`src/rtl/dec_if.sv`:
```
// rtl/dec_if.sv - fetch/decode handshake bundle: IF/ID contents in, stall and early-JAL redirect out
interface dec_if;
  logic        i_vld;
  logic [31:0] i_pc;
  logic [31:0] i_nxt_pc;
  logic [31:0] i_imem_rdata;
  logic        i_flush;
  logic        o_hold;
  logic        o_jal_de;
  logic [31:0] o_immediate_de;

  modport master (
    output i_vld, i_pc, i_nxt_pc, i_imem_rdata, i_flush,
    input  o_hold, o_jal_de, o_immediate_de
  );

  modport slave (
    input  i_vld, i_pc, i_nxt_pc, i_imem_rdata, i_flush,
    output o_hold, o_jal_de, o_immediate_de
  );
endinterface

```
`src/rtl/dec.sv`:
```
// rtl/dec.sv - RV32I decode stage with load-use stall, flush, EBREAK halt and ID/EX register
module dec #(
  parameter logic [31:0] RESET_ADDR = 32'h00000000
) (
  input  logic        i_clk,
  input  logic        i_rst,
  dec_if.slave        bus,
  output logic [4:0]  o_rs1_raddr,
  output logic [4:0]  o_rs2_raddr,
  output logic        o_vld,
  output logic [31:0] o_pc,
  output logic [31:0] o_nxt_pc,
  output logic [4:0]  o_rd,
  output logic [4:0]  o_rs1,
  output logic [4:0]  o_rs2,
  output logic [31:0] o_imm,
  output logic [2:0]  o_opsel,
  output logic        o_funct7b5,
  output logic        o_alusrc,
  output logic        o_regwr,
  output logic        o_memrd,
  output logic        o_memwr,
  output logic        o_branch,
  output logic        o_jal,
  output logic        o_jalr,
  output logic        o_lui,
  output logic        o_auipc,
  output logic        o_illegal,
  output logic        o_halt
);
  localparam logic [1:0] S_RUN   = 2'd0;
  localparam logic [1:0] S_STALL = 2'd1;
  localparam logic [1:0] S_HALT  = 2'd2;

  logic [1:0]  r_state;
  logic [31:0] w_ins;
  logic [4:0]  w_op, w_rd, w_rs1, w_rs2;
  logic        w_lo_ok, w_lui, w_auipc, w_jal, w_jalr, w_br, w_ld, w_st, w_opi, w_opr;
  logic        w_ecall, w_ebreak, w_legal, w_rs1_used, w_rs2_used, w_regwr, w_hazard, w_hold;
  logic [31:0] w_imm_i, w_imm_s, w_imm_b, w_imm_u, w_imm_j, w_imm;

  assign w_ins    = bus.i_imem_rdata;
  assign w_op     = w_ins[6:2];
  assign w_lo_ok  = (w_ins[1:0] == 2'b11);
  assign w_rd     = w_ins[11:7];
  assign w_rs1    = w_ins[19:15];
  assign w_rs2    = w_ins[24:20];

  assign w_lui    = w_lo_ok && (w_op == 5'b01101);
  assign w_auipc  = w_lo_ok && (w_op == 5'b00101);
  assign w_jal    = w_lo_ok && (w_op == 5'b11011);
  assign w_jalr   = w_lo_ok && (w_op == 5'b11001);
  assign w_br     = w_lo_ok && (w_op == 5'b11000);
  assign w_ld     = w_lo_ok && (w_op == 5'b00000);
  assign w_st     = w_lo_ok && (w_op == 5'b01000);
  assign w_opi    = w_lo_ok && (w_op == 5'b00100);
  assign w_opr    = w_lo_ok && (w_op == 5'b01100);
  // Only the two environment calls are legal SYSTEM encodings; CSR forms are not supported.
  assign w_ecall  = (w_ins == 32'h00000073);
  assign w_ebreak = (w_ins == 32'h00100073);
  assign w_legal  = w_lui | w_auipc | w_jal | w_jalr | w_br | w_ld | w_st | w_opi | w_opr
                  | w_ecall | w_ebreak;

  assign w_imm_i = {{20{w_ins[31]}}, w_ins[31:20]};
  assign w_imm_s = {{20{w_ins[31]}}, w_ins[31:25], w_ins[11:7]};
  assign w_imm_b = {{19{w_ins[31]}}, w_ins[31], w_ins[7], w_ins[30:25], w_ins[11:8], 1'b0};
  assign w_imm_u = {w_ins[31:12], 12'b0};
  assign w_imm_j = {{11{w_ins[31]}}, w_ins[31], w_ins[19:12], w_ins[20], w_ins[30:21], 1'b0};

  always_comb begin
    w_imm = 32'd0;
    if (w_jalr || w_ld || w_opi)  w_imm = w_imm_i;
    else if (w_st)                w_imm = w_imm_s;
    else if (w_br)                w_imm = w_imm_b;
    else if (w_lui || w_auipc)    w_imm = w_imm_u;
    else if (w_jal)               w_imm = w_imm_j;
  end

  assign w_rs1_used = w_jalr | w_br | w_ld | w_st | w_opi | w_opr;
  assign w_rs2_used = w_br | w_st | w_opr;
  assign w_regwr    = (w_lui | w_auipc | w_jal | w_jalr | w_ld | w_opi | w_opr) && (w_rd != 5'd0);

  // Hazard only against a load already sitting in ID/EX; the STALL cycle never re-checks.
  assign w_hazard = (r_state == S_RUN) && bus.i_vld && o_vld && o_memrd && (o_rd != 5'd0)
                 && ((w_rs1_used && (o_rd == w_rs1)) || (w_rs2_used && (o_rd == w_rs2)));
  assign w_hold   = !i_rst && ((r_state == S_HALT) || (w_hazard && !bus.i_flush));

  assign bus.o_hold         = w_hold;
  assign bus.o_jal_de       = bus.i_vld && w_jal && !w_hold && !bus.i_flush && (r_state == S_RUN);
  assign bus.o_immediate_de = w_imm_j;
  assign o_rs1_raddr        = w_rs1;
  assign o_rs2_raddr        = w_rs2;

  always_ff @(posedge i_clk) begin
    if (i_rst) begin
      r_state    <= S_RUN;
      o_vld      <= 1'b0;
      o_pc       <= RESET_ADDR;
      o_nxt_pc   <= RESET_ADDR + 32'd4;
      o_rd       <= 5'd0;
      o_rs1      <= 5'd0;
      o_rs2      <= 5'd0;
      o_imm      <= 32'd0;
      o_opsel    <= 3'd0;
      o_funct7b5 <= 1'b0;
      o_alusrc   <= 1'b0;
      o_regwr    <= 1'b0;
      o_memrd    <= 1'b0;
      o_memwr    <= 1'b0;
      o_branch   <= 1'b0;
      o_jal      <= 1'b0;
      o_jalr     <= 1'b0;
      o_lui      <= 1'b0;
      o_auipc    <= 1'b0;
      o_illegal  <= 1'b0;
      o_halt     <= 1'b0;
    end else begin
      // Bubble by default; address/register fields keep their last value.
      o_vld      <= 1'b0;
      o_opsel    <= 3'd0;
      o_funct7b5 <= 1'b0;
      o_alusrc   <= 1'b0;
      o_regwr    <= 1'b0;
      o_memrd    <= 1'b0;
      o_memwr    <= 1'b0;
      o_branch   <= 1'b0;
      o_jal      <= 1'b0;
      o_jalr     <= 1'b0;
      o_lui      <= 1'b0;
      o_auipc    <= 1'b0;
      o_illegal  <= 1'b0;
      o_halt     <= 1'b0;
      if (r_state == S_HALT) begin
        o_halt <= 1'b1;
      end else if (bus.i_flush || !bus.i_vld) begin
        r_state <= S_RUN;
      end else if (w_hazard) begin
        r_state <= S_STALL;
      end else begin
        r_state    <= w_ebreak ? S_HALT : S_RUN;
        o_vld      <= 1'b1;
        o_pc       <= bus.i_pc;
        o_nxt_pc   <= bus.i_nxt_pc;
        o_rd       <= w_rd;
        o_rs1      <= w_rs1;
        o_rs2      <= w_rs2;
        o_imm      <= w_imm;
        o_opsel    <= w_legal ? w_ins[14:12] : 3'd0;
        o_funct7b5 <= (w_opi || w_opr) && w_ins[30];
        o_alusrc   <= w_opi | w_ld | w_st | w_jalr | w_lui | w_auipc;
        o_regwr    <= w_regwr;
        o_memrd    <= w_ld;
        o_memwr    <= w_st;
        o_branch   <= w_br;
        o_jal      <= w_jal;
        o_jalr     <= w_jalr;
        o_lui      <= w_lui;
        o_auipc    <= w_auipc;
        o_illegal  <= !w_legal;
        o_halt     <= w_ebreak;
      end
    end
  end
endmodule

```
`src/flat_wrapper.sv`:
```
// flat-port wrapper written by rule: the top's interface ports become plain ports
module dec_flat 
#(
  parameter logic [31:0] RESET_ADDR = 32'h00000000
)
  (i_clk, i_rst, o_rs1_raddr, o_rs2_raddr, o_vld, o_pc, o_nxt_pc, o_rd, o_rs1, o_rs2, o_imm, o_opsel, o_funct7b5, o_alusrc, o_regwr, o_memrd, o_memwr, o_branch, o_jal, o_jalr, o_lui, o_auipc, o_illegal, o_halt, bus_i_vld, bus_i_pc, bus_i_nxt_pc, bus_i_imem_rdata, bus_i_flush, bus_o_hold, bus_o_jal_de, bus_o_immediate_de);
  dec_if bus_i ();
  input  logic i_clk;
  input  logic i_rst;
  output logic [4:0] o_rs1_raddr;
  output logic [4:0] o_rs2_raddr;
  output logic o_vld;
  output logic [31:0] o_pc;
  output logic [31:0] o_nxt_pc;
  output logic [4:0] o_rd;
  output logic [4:0] o_rs1;
  output logic [4:0] o_rs2;
  output logic [31:0] o_imm;
  output logic [2:0] o_opsel;
  output logic o_funct7b5;
  output logic o_alusrc;
  output logic o_regwr;
  output logic o_memrd;
  output logic o_memwr;
  output logic o_branch;
  output logic o_jal;
  output logic o_jalr;
  output logic o_lui;
  output logic o_auipc;
  output logic o_illegal;
  output logic o_halt;
  input wire logic [$bits(bus_i.i_vld)-1:0] bus_i_vld;
  input wire logic [$bits(bus_i.i_pc)-1:0] bus_i_pc;
  input wire logic [$bits(bus_i.i_nxt_pc)-1:0] bus_i_nxt_pc;
  input wire logic [$bits(bus_i.i_imem_rdata)-1:0] bus_i_imem_rdata;
  input wire logic [$bits(bus_i.i_flush)-1:0] bus_i_flush;
  output wire logic [$bits(bus_i.o_hold)-1:0] bus_o_hold;
  output wire logic [$bits(bus_i.o_jal_de)-1:0] bus_o_jal_de;
  output wire logic [$bits(bus_i.o_immediate_de)-1:0] bus_o_immediate_de;
  assign bus_i.i_vld = bus_i_vld;
  assign bus_i.i_pc = bus_i_pc;
  assign bus_i.i_nxt_pc = bus_i_nxt_pc;
  assign bus_i.i_imem_rdata = bus_i_imem_rdata;
  assign bus_i.i_flush = bus_i_flush;
  assign bus_o_hold = bus_i.o_hold;
  assign bus_o_jal_de = bus_i.o_jal_de;
  assign bus_o_immediate_de = bus_i.o_immediate_de;
  dec #(.RESET_ADDR(RESET_ADDR)) u_core (.i_clk(i_clk), .i_rst(i_rst), .bus(bus_i), .o_rs1_raddr(o_rs1_raddr), .o_rs2_raddr(o_rs2_raddr), .o_vld(o_vld), .o_pc(o_pc), .o_nxt_pc(o_nxt_pc), .o_rd(o_rd), .o_rs1(o_rs1), .o_rs2(o_rs2), .o_imm(o_imm), .o_opsel(o_opsel), .o_funct7b5(o_funct7b5), .o_alusrc(o_alusrc), .o_regwr(o_regwr), .o_memrd(o_memrd), .o_memwr(o_memwr), .o_branch(o_branch), .o_jal(o_jal), .o_jalr(o_jalr), .o_lui(o_lui), .o_auipc(o_auipc), .o_illegal(o_illegal), .o_halt(o_halt));
endmodule
```
`config.mk`:
```
export PLATFORM = sky130hd
export DESIGN_NAME = dec_flat
export DESIGN_NICKNAME = d
export VERILOG_FILES = /design/src/rtl/dec_if.sv /design/src/rtl/dec.sv /design/src/flat_wrapper.sv
export SDC_FILE = /design/constraint.sdc
export NUM_CORES = 1
export LEC_CHECK = 0
export CAP_MARGIN = 20
export CORE_MARGIN = 5
export CORE_UTILIZATION = 44
export DETAILED_ROUTE_END_ITERATION = 10
export GPL_ROUTABILITY_DRIVEN = 0
export PLACE_DENSITY = 0.84
export SYNTH_ARGS = -nofsm -noshare
export SYNTH_HDL_FRONTEND = slang
export SYNTH_SLANG_ARGS = --single-unit
```
`constraint.sdc`:
```
create_clock -name i_clk -period 3.9 [get_ports i_clk]
set_clock_uncertainty 0.15 [all_clocks]
set_input_delay 0.39 -clock i_clk [delete_from_list [all_inputs] [get_ports i_clk]]
set_output_delay 0.39 -clock i_clk [all_outputs]
set_load 0.01 [all_outputs]
```
==> key figures <==
Run status
  • Status: complete, no violations

Pwr
  • Total power consumption of the routed design: 3.36 mW
  • Leakage power of the design: 2.99 nW
  • Maximum VDD drop: about 240 uV
  • Power density over the cells: 391 mW/mm^2

Floorplan
  • Width of the die: approximately 120 um
  • Die outline area: 0.0150 mm^2
  • Number of rows created at floorplan: between 40 and 50
  • Area of the core: 0.0125 mm^2
  • Die Y: around 120 um
  • Number of top-level design ports: between 200 and 300
  • Starting utilization of the core area: 0.445

Synthesis
  • Count of cell types in the netlist: 49
  • Synthesized cell area: 0.00557 mm^2
  • Ranking of synthesized cells by area: dfxtp_1 (46%), a21oi_1 (10%), o21ai_0 (7.9%)
  • Share of the synthesized area in the top cell type: 0.463
  • Library cell occupying the most area in the post-synthesis netlist: dfxtp_1
  • Most used standard cell by instance count after synthesis: dfxtp_1
  • Flops & latches, synth: around 130
  • Part of the Yosys area used for sequential elements: 0.463
  • Net count after synthesis: 773
  • Number of synthesis warnings: 0
  • Commonest cells post-synth: dfxtp_1 (129), a21oi_1 (115), o21ai_0 (88)
  • Post-Syn Area per Cell: ~8.3 um^2
  • Dominant synthesized flop cell: dfxtp_1
  • Number of enable flip-flop cells after synthesis: 0
  • Synth async-reset ratio: 0
  • Instance count of the mapped netlist: 673

Critical path
  • WP data required: ~3.4 ns
  • Delay of the slowest cell on the worst path: 0.71 ns
  • Crit path cell chain: clkdlybuf4s50_1, and3b_1, o22ai_2, nor3_1, o21ai_4, o21a_1, nor2_1, clkdlybuf4s50_1
  • Crit start category: input pin
  • Worst path bufs/invs: 2
  • Critical path endpoint category: primary output
  • Slowest cell on the critical path: clkdlybuf4s50_1
  • Maximum fanout along the worst path: 13
  • Worst path most repeated cell: clkdlybuf4s50_1
  • Crit path kind: input pin to primary output
  • Data arrival time of the critical path: 2.88 ns
  • Dominant delay contributor by cell family on the critical path: buffers and inverters

STA
  • Rel. slew slack: 0.518
  • Minimum period implied by the final worst setup slack: between 3 and 4 ns
  • Total negative slack for setup checks: 0 ns
  • Final Hold Violating Endpoints: 0
  • Period utilisation layout: 0.877
  • Achievable frequency: 292 MHz
  • Hold_ws: 0.315 ns
  • Setup repair after global routing missed its margin: false
  • Total count of max-transition violations in the final report: 0
  • Transition time at the pin with the least slew margin: 0.718 ns
  • Setup violations, final: 0

Place
  • Cell area after placement: slightly above 0.008 mm^2
  • # port buffers: 269
  • Final HPWL DP: roughly 13 mm

Global route
  • Largest net degree at the start of global routing: 114
  • Remaining global-route overflow: 0
  • Number of antenna violations at the first check in global routing: 0
  • Via count of the first global-routing pass: between 5000 and 6000
  • Global-route wire length before repair: 30.3 mm
  • All-Layer GR Usage: 0.257

CTS
  • Clock Tree Buf Depth: 2
  • Insertion delay to the later sink of the worst-skew pair: 0.41 ns
  • Total clock buffers created by CTS: 17
  • Htree depth: 4
  • Clock slew at the register clock pins of the worst setup and hold paths: 0.05 ns
  • # Post-CTS Setup Buffers: 0
  • CTS tree: done
  • Total number of clock tree sinks: approximately 130
  • Root Buffer: clkbuf_16
  • Number of buffers added to fix hold violations after cts: 0
  • Resize count post-CTS: 0

Detailed routing
  • Via count: 5886
  • Average wire per cell in the routed design: 18.5 um
  • Total DRC errors in the routed layout: 0
  • Detail-routed via count per cell: 5.57
  • Final wirelength: 19.6 mm
  • Number of nets with antenna violations after detailed routing: 0
  • Number of optimization iterations in the first detailed-route pass: 5
  • Initial detailed-routing violation count: 550

Job
  • Reported max-cap violation count: 0

Finish
  • Reg area: between 0.002 and 0.003 mm^2
  • Area of the multi-input gates: 0.00239 mm^2
  • Fillers: 1068
  • Net count, final: 974
  • Share of post-route cells with drive strength above 1: 0.0633
  • Fin area: 0.00860 mm^2
  • Area added between synthesis and finish: 54.3%
  • Diode insertion count for antenna repair: 0
  • Final Core Density: 0.687

Worst hold path
  • Worst hold path type: flip-flop to flip-flop
cell families after synthesis:
group	synth area share
mux	0.00382
xor+xnor	0.0157
simple gates	0.164
flops	0.463
other cells	0.000673
buf+inv	0.110
compound gates	0.242
placed cells by master (no fill, tap or decap), types with 3 or more instances in the layout:
cell type and instances:
nor3_1 8, nand2_1 24, and3_1 3, xor2_1 6, nand3_1 84, and4_1 3, nor3b_1 4, nor4_1 8
nand4_1 10, clkinv_2 6, dfxtp_1 129, clkdlybuf4s50_1 268, xnor2_1 4, a211oi_1 24, nor2_1 14, a22oi_1 5
a21oi_1 115, clkbuf_8 4, buf_4 15, o21ai_0 88, clkbuf_16 17, inv_1 7
registers in the layout, indices dropped and copies added (netlist names), 2 cells and up:
register         flops
u_core.o_imm        32
u_core.o_pc         32
u_core.r_state       2
u_core.o_opsel       3
u_core.o_rd          5
u_core.o_rs2         5
u_core.o_rs1         5
u_core.o_nxt_pc     32
path summary, 6_finish.rpt:
kind / start / to / slack (ns) / cells after the start
setup / recovery: bus_i_imem_rdata[6] / bus_o_hold / 0.48 / 8
setup reg to reg: u_core.o_rd[1] / u_core.o_imm[21] / 1.13 / 7
hold / removal: u_core.o_imm[8] / u_core.o_imm[8] / 0.31 / 2
hold reg to reg: u_core.o_imm[8] / u_core.o_imm[8] / 0.31 / 2
tightest hold or removal path, delay by kind of cell, from the launching register on:
| family | cells | cell delay (ns) |
|---|---|---|
| flops | 1 | 0.31 |
| simple gates | 1 | 0.05 |
| compound gates | 1 | 0.06 |
per-stage QoR:
stage | worst slack, ns | cells
3_5_place_dp | 0.485 | 1027
5_1_grt | 0.344 | 1056
3_3_place_gp | 0.533 | 1027
4_1_cts | 0.481 | 1056
2_1_floorplan | 1.63 | 673
6_report | 0.481 | 1056
report_power, final:
part | internal, mW | switching, mW
logic | 0.275 | 0.230
registers | 1.37 | 0.0288
clock network | 0.924 | 0.531
total | 2.57 | 0.790
area by class of cell:
type                            instances  area share
Inverter                                8     0.00349
Clock buffer                           22      0.0563
Timing Repair Buffer                  285       0.330
Clock inverter                          7     0.00699
Multi-Input combinational cell        433       0.278
Tap cell                              172      0.0250
Sequential cell                       129       0.300
routing by layer:
metal	track usage	routed length (um)	up-vias
met5	0	0	-
met4	0.108	537	0
met3	0.0820	1740	52
met2	0.422	9580	266
met1	0.309	7700	2783
li1	-	-	2785
Power figures use the tool's default switching activity.
